$ cat src/rtl/ex_divider.sv
// rtl/ex_divider.sv - iterative radix-2 restoring divider for the EX stage, signed/unsigned 32-bit.
// Optional DIV_ZERO_FLAG_EN: adds div_zero port and single-cycle divide-by-zero completion.
module ex_divider #(
  parameter int DATA_WIDTH = 32,
  parameter int CNT_WIDTH  = 6
) (
  input  logic                  clk,
  input  logic                  rst,
  input  logic                  start,
  input  logic                  is_signed,
  input  logic [DATA_WIDTH-1:0] dividend,
  input  logic [DATA_WIDTH-1:0] divisor,
  input  logic                  annul,
  output logic                  busy,
  output logic                  done,
  output logic [DATA_WIDTH-1:0] quotient,
  output logic [DATA_WIDTH-1:0] remainder
`ifdef DIV_ZERO_FLAG_EN
  ,
  output logic                  div_zero
`endif
);

  typedef enum logic [1:0] {S_IDLE, S_RUN, S_FIX} state_t;

  state_t                r_state;
  state_t                w_next;
  logic [DATA_WIDTH-1:0] r_rem;
  logic [DATA_WIDTH-1:0] r_quo;
  logic [DATA_WIDTH-1:0] r_dvs;
  logic [DATA_WIDTH-1:0] r_dividend;
  logic [CNT_WIDTH-1:0]  r_cnt;
  logic                  r_neg_q;
  logic                  r_neg_r;
  logic                  r_dz;
  logic                  r_done;
  logic [DATA_WIDTH-1:0] r_quotient;
  logic [DATA_WIDTH-1:0] r_remainder;

  logic                  w_accept;
  logic                  w_last;
  logic                  w_dvd_neg;
  logic                  w_dvs_neg;
  logic                  w_dvs_zero;
  logic [DATA_WIDTH-1:0] w_dvd_mag;
  logic [DATA_WIDTH-1:0] w_dvs_mag;
  logic [DATA_WIDTH:0]   w_shift;
  logic [DATA_WIDTH:0]   w_diff;
  logic                  w_diff_neg;
  logic [DATA_WIDTH-1:0] w_q_fix;
  logic [DATA_WIDTH-1:0] w_r_fix;

  assign w_accept   = (r_state == S_IDLE) && start && !annul;
  assign w_last     = (r_cnt == CNT_WIDTH'(DATA_WIDTH - 1));
  assign w_dvd_neg  = is_signed & dividend[DATA_WIDTH-1];
  assign w_dvs_neg  = is_signed & divisor[DATA_WIDTH-1];
  assign w_dvs_zero = (divisor == '0);
  assign w_dvd_mag  = w_dvd_neg ? -dividend : dividend;
  assign w_dvs_mag  = w_dvs_neg ? -divisor : divisor;

  // One restoring step: a borrow out of the top bit means the trial subtraction failed.
  assign w_shift    = {r_rem, r_quo[DATA_WIDTH-1]};
  assign w_diff     = w_shift - {1'b0, r_dvs};
  assign w_diff_neg = w_diff[DATA_WIDTH];

  // Divide by zero bypasses the sign fix so both signednesses report all-ones / raw dividend.
  assign w_q_fix = r_dz ? '1 : (r_neg_q ? -r_quo : r_quo);
  assign w_r_fix = r_dz ? r_dividend : (r_neg_r ? -r_rem : r_rem);

  always_ff @(posedge clk or posedge rst) begin
    if (rst) r_state <= S_IDLE;
    else     r_state <= w_next;
  end

  always_comb begin
    w_next = r_state;
    case (r_state)
      S_IDLE: begin
        if (w_accept) begin
`ifdef DIV_ZERO_FLAG_EN
          w_next = w_dvs_zero ? S_FIX : S_RUN;
`else
          w_next = S_RUN;
`endif
        end
      end
      S_RUN: begin
        if (annul)       w_next = S_IDLE;
        else if (w_last) w_next = S_FIX;
      end
      S_FIX:   w_next = S_IDLE;
      default: w_next = S_IDLE;
    endcase
  end

  always_ff @(posedge clk or posedge rst) begin
    if (rst) begin
      r_rem       <= '0;
      r_quo       <= '0;
      r_dvs       <= '0;
      r_dividend  <= '0;
      r_cnt       <= '0;
      r_neg_q     <= 1'b0;
      r_neg_r     <= 1'b0;
      r_dz        <= 1'b0;
      r_done      <= 1'b0;
      r_quotient  <= '0;
      r_remainder <= '0;
    end else begin
      r_done <= 1'b0;
      case (r_state)
        S_IDLE: begin
          if (w_accept) begin
            r_rem      <= '0;
            r_quo      <= w_dvd_mag;
            r_dvs      <= w_dvs_mag;
            r_dividend <= dividend;
            r_cnt      <= '0;
            r_neg_q    <= w_dvd_neg ^ w_dvs_neg;
            r_neg_r    <= w_dvd_neg;
            r_dz       <= w_dvs_zero;
          end
        end
        S_RUN: begin
          if (!annul) begin
            r_rem <= w_diff_neg ? w_shift[DATA_WIDTH-1:0] : w_diff[DATA_WIDTH-1:0];
            r_quo <= {r_quo[DATA_WIDTH-2:0], ~w_diff_neg};
            r_cnt <= r_cnt + 1'b1;
          end
        end
        S_FIX: begin
          if (!annul) begin
            r_quotient  <= w_q_fix;
            r_remainder <= w_r_fix;
            r_done      <= 1'b1;
          end
        end
        default: ;
      endcase
    end
  end

`ifdef DIV_ZERO_FLAG_EN
  logic r_div_zero;

  always_ff @(posedge clk or posedge rst) begin
    if (rst)                                  r_div_zero <= 1'b0;
    else if (w_accept)                        r_div_zero <= 1'b0;
    else if ((r_state == S_FIX) && !annul)    r_div_zero <= r_dz;
  end

  assign div_zero = r_div_zero;
`endif

  assign busy      = (r_state != S_IDLE);
  assign done      = r_done;
  assign quotient  = r_quotient;
  assign remainder = r_remainder;

endmodule

$ cat config.mk
export PLATFORM = sky130hd
export DESIGN_NAME = ex_divider
export DESIGN_NICKNAME = d
export VERILOG_FILES = /design/src/rtl/ex_divider.sv
export SDC_FILE = /design/constraint.sdc
export NUM_CORES = 1
export LEC_CHECK = 0
export CORE_MARGIN = 4
export CORE_UTILIZATION = 50
export DETAILED_ROUTE_END_ITERATION = 8
export DONT_BUFFER_PORTS = 1
export GPL_TIMING_DRIVEN = 0
export PLACE_DENSITY = 0.67
export SETUP_SLACK_MARGIN = 0.5
export SKIP_LAST_GASP = 1
export SLEW_MARGIN = 15
export SYNTH_ARGS = -nofsm -noshare
export SYNTH_HDL_FRONTEND = slang
export SYNTH_SLANG_ARGS = --single-unit
$ cat constraint.sdc
create_clock -name clk -period 14.8 [get_ports clk]
set_clock_uncertainty 0.1 [all_clocks]
set_input_delay 3.7 -clock clk [delete_from_list [all_inputs] [get_ports clk]]
set_output_delay 3.7 -clock clk [all_outputs]
set_load 0.1 [all_outputs]
==> results of run 1 <==
state kept, by name (all words and copies together), names as in the netlist:
name	flops
remainder	32
done	1
r_rem	32
r_cnt	6
r_dz	1
r_quo	32
quotient	32
r_neg_q	1
r_dividend	32
r_neg_r	1
r_state	2
r_dvs	32
layer usage:
metal	vias to the layer above	global-route usage, %
met5	-	0
met4	0	8.22
met3	78	3.94
met2	333	44.2
met1	5210	31.9
li1	5364	-
worst max-delay path: cells and delay by family:
| family | cells | cell delay, ns |
|---|---|---|
| AOI/OAI and AO/OA | 1 | 0.16 |
| and+or+nand+nor | 7 | 2.13 |
| xor gates and xnor gates | 1 | 0.16 |
metrics by stage:
stage               setup slack [ns]  instance area [µm²]  hold WS [ns]
finish                          8.97                14000         0.376
global route                    8.74                14000         0.402
CTS                             9.01                14000         0.377
detailed placement              8.49                13100         0.362
global placement                3.21                13100         0.358
floorplan                       5.43                12700         0.345
worst min-delay path by stage:
stage	from	end	slack [ns]	depth (start not counted)
finish	r_dvs[5]	r_dvs[5]	0.38	2
global route	r_dvs[19]	r_dvs[19]	0.40	2
CTS	r_dividend[13]	r_dividend[13]	0.38	2
detailed placement	r_dividend[13]	r_dividend[13]	0.36	2
global placement	r_dividend[12]	r_dividend[12]	0.36	2
floorplan	r_dividend[25]	r_dividend[25]	0.35	2
power breakdown:
group          internal (mW)  switching [mW]
logic                  0.472           0.635
registers              0.655           0.137
clock network          0.402           0.243
total                   1.53            1.02
cells in the mapped netlist, drive strengths merged (20+ instances only):
cell,count,area [µm²]
a21oi,149,749
clkbuf,63,240
dfrtp,204,5100
ha,37,463
inv,55,206
mux2i,30,300
nand2,275,1040
nor2,134,503
nor3,22,138
o21ai,188,941
o31ai,29,231
or3,20,130
xnor2,46,403
xor2,98,858
placed cells by master, fill, tap and decap left out, drive strengths merged, types with 12 or more instances in the layout:
cell      n
nor2    134
xor2     98
nor2b    13
nand2b   16
o31ai    29
mux2i    30
nor4     12
nor3     22
xnor2    46
dfrtp   204
o21ai   188
ha       37
inv      55
nand3    17
a21oi   149
nand2   275
or3      20
buf      13
clkbuf   95
kinds of logic (layout without fill, tap and decap cells):
kind of cell | after synthesis | in the layout | share of synthesized area [%]
and+or+nand+nor | 552 | 552 | 19.7
AOI/OAI and AO/OA | 435 | 435 | 19.7
DFF | 204 | 204 | 40.2
xor gates and xnor gates | 144 | 144 | 9.93
buffers and inverters | 131 | 175 | 4.25
adders and majority gates | 38 | 38 | 3.80
muxes | 31 | 31 | 2.48
layout make-up:
type	instances	share of cell area (%)
inverters	56	1.55
repair buffers	1	0.196
well taps	330	2.95
flip-flops and latches	204	36.4
multi-input cells	1200	50.3
clock inverters	11	1.19
plain buffers	75	2.35
clock buffers	32	5.01
==> qor.csv, run 1 <==
metric,value,unit
Final Hold Fails,0,
Area growth syn-to-layout,10.4,%
Setup crit end,r_quo[25],
share of layout cells above drive strength 1,4.62,%
DPL Wire Length,27700,µm
max_cap viols,0,
clock latency at the later pin of the worst-skew pair,0.52,ns
First-pass DRT Iterations,5,
"Core Util, Final",55.8,%
actual slew at the worst max-slew pin,1.11,ns
CTS tree,done,
num ports,135,
drt first-iter violations,952,
GRT Util Overall,25.2,%
setup bufs post-CTS,0,
vias in the first global route,10900,
die area,0.0280,mm²
Post-Place Cells,1866,
FMAX,0.171,GHz
IO buf count,0,
WP data arrival,6.17,ns
core area,0.0251,mm²
Final nets,1669,
R2R Setup Slk,10.93,ns
DRC Markers,0,
# setup viols final,0,
Vias per Instance,5.75,
register area share after synthesis,40.2,%
Die Y,167,µm
slew margin rel.,25.1,%
startpoint types,input pin,
total CTS buffers,24,
"Data required, critical path",15.14,ns
Overflow after GRT,0,
post-synth cell types,79,
Via Count,11000,
max-slew violation count,0,
Root Buffer,clkbuf_16,
Slowest cell on crit path,nor4_1,
Syn Nets,1642,
"Avg Cell Area, Syn",8.27,µm²
met3 wire length,2090,µm
met2 routed WL,17300,µm
CTS Hold Buffers Added,0,
cell chain of the critical path,nor4_1 > nor2b_1 > nand3_1 > nor4_1 > and3_1 > nor2_1 > xor2_1 > nor2_1 > o21ai_0,
R2R depth,14,
initial antenna violation count,0,
non-filler instance count after layout,1909,
WL met1,15200,µm
WL per Instance,18.8,µm
CP startpoint,dividend[6],
Worst-path clk slew,0.06,ns
"Worst Path Class, Setup",input pin to register,
Setup TNS Final,0,ns
row count,58,
first-pass GRT wire length,57800,µm
Synth Instances,1535,
worst-path fanout max,7,
CTS resizes,0,
Yosys reg bits,204,
Post-Synthesis Cell Area,0.0127,mm²
Worst R2R Start,r_quo[31],
footprint of the multi-input gates,0.00706,mm²
Yosys Warn Count,0,
clock buffer depth,3,
RR Endpoint,r_quo[0],
run status,"complete, no violations",
fillcell total,2385,
power per cell area,182,mW/mm²
# H-tree levels,1,
Ant. Diodes,0,
top_reg_cell synth,dfrtp_1,
crit end category,register,
Post-synth ARST share,100,%
Die W,167,µm
VDD IR-drop max,0.0798,mV
largest net degree at the start of global routing,108,
Initial Util,50.6,%
min Tclk post-route,5.83,ns
Highest Signal Layer,met4,
"slowest stage delay, CP",0.88,ns
WL final,35900,µm
Post-synth EDFFs,0,
RSZ-0062 raised after global routing,false,
Reg area,0.00510,mm²
Sink Count,204,
Antenna Nets Post-Route,0,
RD Place Congestion,0.889,
Hold/Removal Path Class,register to register,
Final period util,39.4,%
leakage,6.27,nW
overall power,2.54,mW
Power figures use the tool's default switching activity.
==> run 2, diff against run 1 <==
PLACE_DENSITY = 0.7   (was 0.67)
clock period = 5.2 ns   (was 14.8 ns; I/O delays follow)
==> qor.csv, run 2 (synthesis results as in run 1) <==
metric,value,unit,change
run status,"complete, no violations",,
Area growth syn-to-layout,10.3,%,about the same
WL final,36100,µm,+0.51%
Hold/Removal Path Class,register to register,,
post-place setup slack,1.30,ns,-7.19 ns
startpoint types,register,,
CTS tree,done,,
leakage,6.26,nW,-0.16%
VDD IR-drop max,0.240,mV,+200%
Sink Count,204,,unchanged
RSZ-0062 raised after global routing,false,,
fillcell total,2337,,-2.0%
Die W,167,µm,unchanged
combinational group share of total power,44.9,%,+1.4 points
GRT Util Overall,25.3,%,+0.12 points
vias in the first global route,11000,,+0.35%
"most common cell after layout, fill and taps aside",nand2_1,,
most frequent cells in the layout,"nand2_1, dfrtp_1, o21ai_0, a21oi_1, nor2_1",,
die area,0.0280,mm²,unchanged
setup bufs post-CTS,0,,unchanged
Worst Slack Setup Final,1.38,ns,-7.59 ns
Ant. Diodes,0,,unchanged
Via Count,11000,,+0.30%
Worst R2R Start,r_quo[31],,
Reg area,0.00510,mm²,unchanged
Final nets,1673,,+0.24%
clock latency at the later pin of the worst-skew pair,0.51,ns,about the same
internal power,4.22,mW,+180%
CTS resizes,0,,unchanged
"Worst Path Class, Setup",register to register,,
share of layout cells above drive strength 1,4.75,%,+0.12 points
actual slew at the worst max-slew pin,1.04,ns,-0.0711 ns
Die Y,167,µm,unchanged
row count,58,,unchanged
WL per Instance,18.9,µm,+0.45%
Initial Util,50.6,%,unchanged
min Tclk post-route,3.82,ns,
CP startpoint,r_quo[31],,
slew margin rel.,30.5,%,+5.4 points
net load switching power,2.89,mW,+180%
worst-path fanout max,10,,+3
total CTS buffers,23,,-4.2%
Hold Path Stages,2,,unchanged
Final period util,73.5,%,
DRC Markers,0,,unchanged
crit end category,register,,
IO buf count,0,,unchanged
First-pass DRT Iterations,5,,unchanged
Worst-path clk slew,0.06,ns,about the same
max_cap viols,0,,unchanged
largest net degree at the start of global routing,36,,-67%
"Data required, critical path",5.44,ns,-9.70 ns
Flop pwr share,31.8,%,+0.7 points
Antenna Nets Post-Route,0,,unchanged
switching share of power,40.6,%,+0.74 points
Final Hold Fails,0,,unchanged
max-slew violation count,0,,unchanged
Clock power frac,23.3,%,-2.1 points
worst hold start,r_dividend[12],,
core area,0.0251,mm²,unchanged
power per cell area,507,mW/mm²,+180%
drt first-iter violations,732,,-23%
footprint of the multi-input gates,0.00706,mm²,unchanged
initial antenna violation count,1,,+1
WP data arrival,4.07,ns,-2.10 ns
FMAX,0.262,GHz,
clock buffer depth,3,,unchanged
# setup viols final,0,,unchanged
RD Place Congestion,0.945,,+6.3%
num ports,135,,unchanged
Vias per Instance,5.77,,+0.25%
Root Buffer,clkbuf_16,,
CTS Hold Buffers Added,0,,unchanged
# H-tree levels,1,,unchanged
final instance area,0.0140,mm²,about the same
first-pass GRT wire length,57900,µm,+0.13%
DPL Wire Length,28400,µm,+2.8%
Overflow after GRT,0,,unchanged
post-place instance area,0.0132,mm²,+0.68%
Setup TNS Final,0,ns,unchanged
R2R depth,14,,unchanged
run 2: cell types whose count changed in the layout (fill, tap and decap cells not counted), sizes merged:
cell / previous run / this run
inv: 55 / 54
clkbuf: 95 / 94
buf: 13 / 18
bufinv: 4 / 2
clkinv: 8 / 6
clkinvlp: 0 / 2
run 2: path summary, 6_finish.rpt:
path / endpoint / slack [ns]
max reg2reg: r_quo[0] / 1.38
min: r_dividend[12] / 0.38
min reg2reg: r_dividend[12] / 0.38
max in group asynchronous: r_cnt[0] / 3.47
min in group asynchronous: r_dividend[10] / 0.70
max: r_quo[0] / 1.38
run 2: final cells by class:
class / instances / share of cell area (%)
tap: 330 / 2.95
clock buffer: 31 / 4.82
inverter: 56 / 1.53
multi-input combinational: 1200 / 50.4
timing repair buffer: 6 / 0.857
clock inverter: 8 / 0.688
sequential: 204 / 36.4
buffer: 75 / 2.35
run 2: power by group through the flow:
stage	logic (mW)	clock network [mW]	registers, mW
4_1_cts	3.18	1.68	2.24
6_report	3.19	1.66	2.26
3_5_place_dp	3.16	0	2.27
2_1_floorplan	2.53	0	2.14
3_3_place_gp	3.10	0	2.25
5_1_grt	3.57	1.75	2.30
run 2: per-layer routing:
layer  GRT usage [%]  vias up  part of all wire (%)
li1                -     5373                     -
met1            31.9     5184                    42
met2            43.0      365                    47
met3            5.08       94                   6.9
met4            9.63        2                   4.1
met5               0        -                 0.042
run 2: worst max-delay path, cell delays in order, from the launching register on:
cell      delay [ns]
dfrtp_1         0.32
inv_1           0.12
ha_1            0.27
fa_1            0.39
nand2b_1        0.21
a21o_1          0.22
a311oi_2        0.35
o21ai_1         0.22
a21oi_2         0.33
nor4_1          0.09
or3_1           0.37
buf_4           0.20
buf_6           0.17
nand2_1         0.14
o221ai_1        0.14
run 2: per-stage QoR:
| step | std cells | utilization (%) | power (mW) | hold slack (ns) |
|---|---|---|---|---|
| 2_1_floorplan | 1535 | - | 4.67 | 0.345 |
| 3_3_place_gp | 1865 | 52.2 | 5.36 | 0.357 |
| 3_5_place_dp | 1871 | 52.7 | 5.43 | 0.363 |
| 4_1_cts | 1910 | 55.8 | 7.11 | 0.378 |
| 5_1_grt | 1910 | 55.8 | 7.62 | 0.396 |
| 6_report | 1910 | 55.8 | 7.11 | 0.376 |
==> run 3, diff against run 2 <==
PLACE_DENSITY = 0.67   (was 0.7)
clock period = 3.9 ns   (was 5.2 ns; I/O delays follow)
==> qor.csv, run 3 (synthesis results as in run 1) <==
metric,value,unit,change
Die W,167,µm,unchanged
post-place setup slack,0.0970,ns,-1.20 ns
total CTS buffers,24,,+4.3%
Via Count,10900,,-1.3%
core area,0.0251,mm²,unchanged
post-place instance area,0.0132,mm²,unchanged
vias in the first global route,10700,,-2.2%
slew margin rel.,23.5,%,-7.0 points
# setup viols final,0,,unchanged
Final nets,1682,,+0.54%
VDD IR-drop max,0.283,mV,+18%
DPL Wire Length,28200,µm,-0.90%
WL per Instance,18.6,µm,-1.6%
non-filler instance count after layout,1921,,+0.58%
hold slack,0.279,ns,-0.0967 ns
Antenna Nets Post-Route,0,,unchanged
"most common cell after layout, fill and taps aside",nand2_1,,
Final period util,84.2,%,+11 points
final instance area,0.0141,mm²,+0.88%
Overflow after GRT,0,,unchanged
Sink Count,204,,unchanged
leakage,6.31,nW,+0.79%
clock latency at the later pin of the worst-skew pair,0.52,ns,about the same
DRC Markers,0,,unchanged
WP data arrival,3.54,ns,-0.53 ns
First-pass DRT Iterations,5,,unchanged
"Worst Path Class, Setup",register to register,,
RD Place Congestion,0.877,,-7.2%
drt first-iter violations,767,,+4.8%
Worst-path clk slew,0.06,ns,about the same
overall power,9.57,mW,+35%
Hold/Removal Path Class,input pin to async pin,,
max_cap viols,0,,unchanged
num ports,135,,unchanged
largest net degree at the start of global routing,35,,-2.8%
Initial Util,50.6,%,unchanged
WL final,35700,µm,-1.1%
initial antenna violation count,0,,-1
IO buf count,0,,unchanged
max-slew violation count,0,,unchanged
clock buffer depth,3,,unchanged
FMAX,0.304,GHz,+16%
# H-tree levels,1,,unchanged
Post-Place Cells,1871,,unchanged
Area growth syn-to-layout,11.3,%,
Die Y,167,µm,unchanged
CTS tree,done,,
die area,0.0280,mm²,unchanged
actual slew at the worst max-slew pin,1.14,ns,+0.0939 ns
worst-path fanout max,10,,unchanged
"Core Util, Final",56.3,%,+0.49 points
Worst Slack Setup Final,0.615,ns,-0.764 ns
share of layout cells above drive strength 1,5.91,%,+1.2 points
min Tclk post-route,3.29,ns,-0.536 ns
power per cell area,677,mW/mm²,+33%
Vias per Instance,5.66,,-1.8%
"Data required, critical path",4.16,ns,-1.28 ns
run status,"complete, no violations",,
Ant. Diodes,0,,unchanged
RSZ-0062 raised after global routing,false,,
row count,58,,unchanged
Root Buffer,clkbuf_16,,
Setup TNS Final,0,ns,unchanged
most frequent cells in the layout,"nand2_1, dfrtp_1, o21ai_0, a21oi_1, nor2_1",,
Final Hold Fails,0,,unchanged
R2R Setup Slk,0.61,ns,-0.76 ns
CTS Hold Buffers Added,0,,unchanged
startpoint types,register,,
GRT Util Overall,24.7,%,-0.54 points
crit end category,register,,
first-pass GRT wire length,56600,µm,-2.2%
[run 3: path summary, 6_finish.rpt]
path                            cells after the start            end       from
worst max-delay path                               14       r_quo[0]  r_quo[31]
worst min-delay path                                1  remainder[10]        rst
worst max register to register                     14       r_quo[0]  r_quo[31]
worst min register to register                      2      r_dvs[21]  r_dvs[21]
max in group asynchronous                           5  remainder[21]        rst
min in group clk                                    2      r_dvs[21]  r_dvs[21]
[run 3: per-layer routing]
layer,vias up,wire (µm),global-route usage (%)
met5,-,0,0
met4,0,1090,7.73
met3,65,1910,3.64
met2,315,17400,43.3
met1,5125,15300,31.8
li1,5375,-,-
[run 3: cell type report]
type	count	area, µm²
Clock buffer	32	692
Timing Repair Buffer	14	180
Sequential cell	204	5110
Inverter	56	214
Clock inverter	10	83.8
Tap cell	330	413
Buffer	75	333
Multi-Input combinational cell	1200	7110
Fill cell	2364	11000
[run 3: worst max-delay path: stages, from the launching register on]
cell and delay [ns]:
dfrtp_1 0.33, inv_2 0.09, ha_4 0.18, fa_2 0.34, nand2b_4 0.17, a21o_1 0.21, a311oi_4 0.33, o21ai_2 0.14
a21oi_2 0.21, nor4_1 0.07, or3_1 0.38, buf_6 0.16, buf_6 0.16, nand2_2 0.12, o221ai_1 0.12
[run 3: timing repair]
action	in CTS	in global routing
resized for setup	9	8
pin swaps	4	4
setup buffers	4	4
setup endpoints to repair	33	33
[run 3: report_power, final]
| group | total, mW | internal (mW) | switching [mW] |
|---|---|---|---|
| clock | 2.20 | 1.31 | 0.889 |
| sequential | 3.01 | 2.49 | 0.520 |
| combinational | 4.37 | 1.90 | 2.47 |
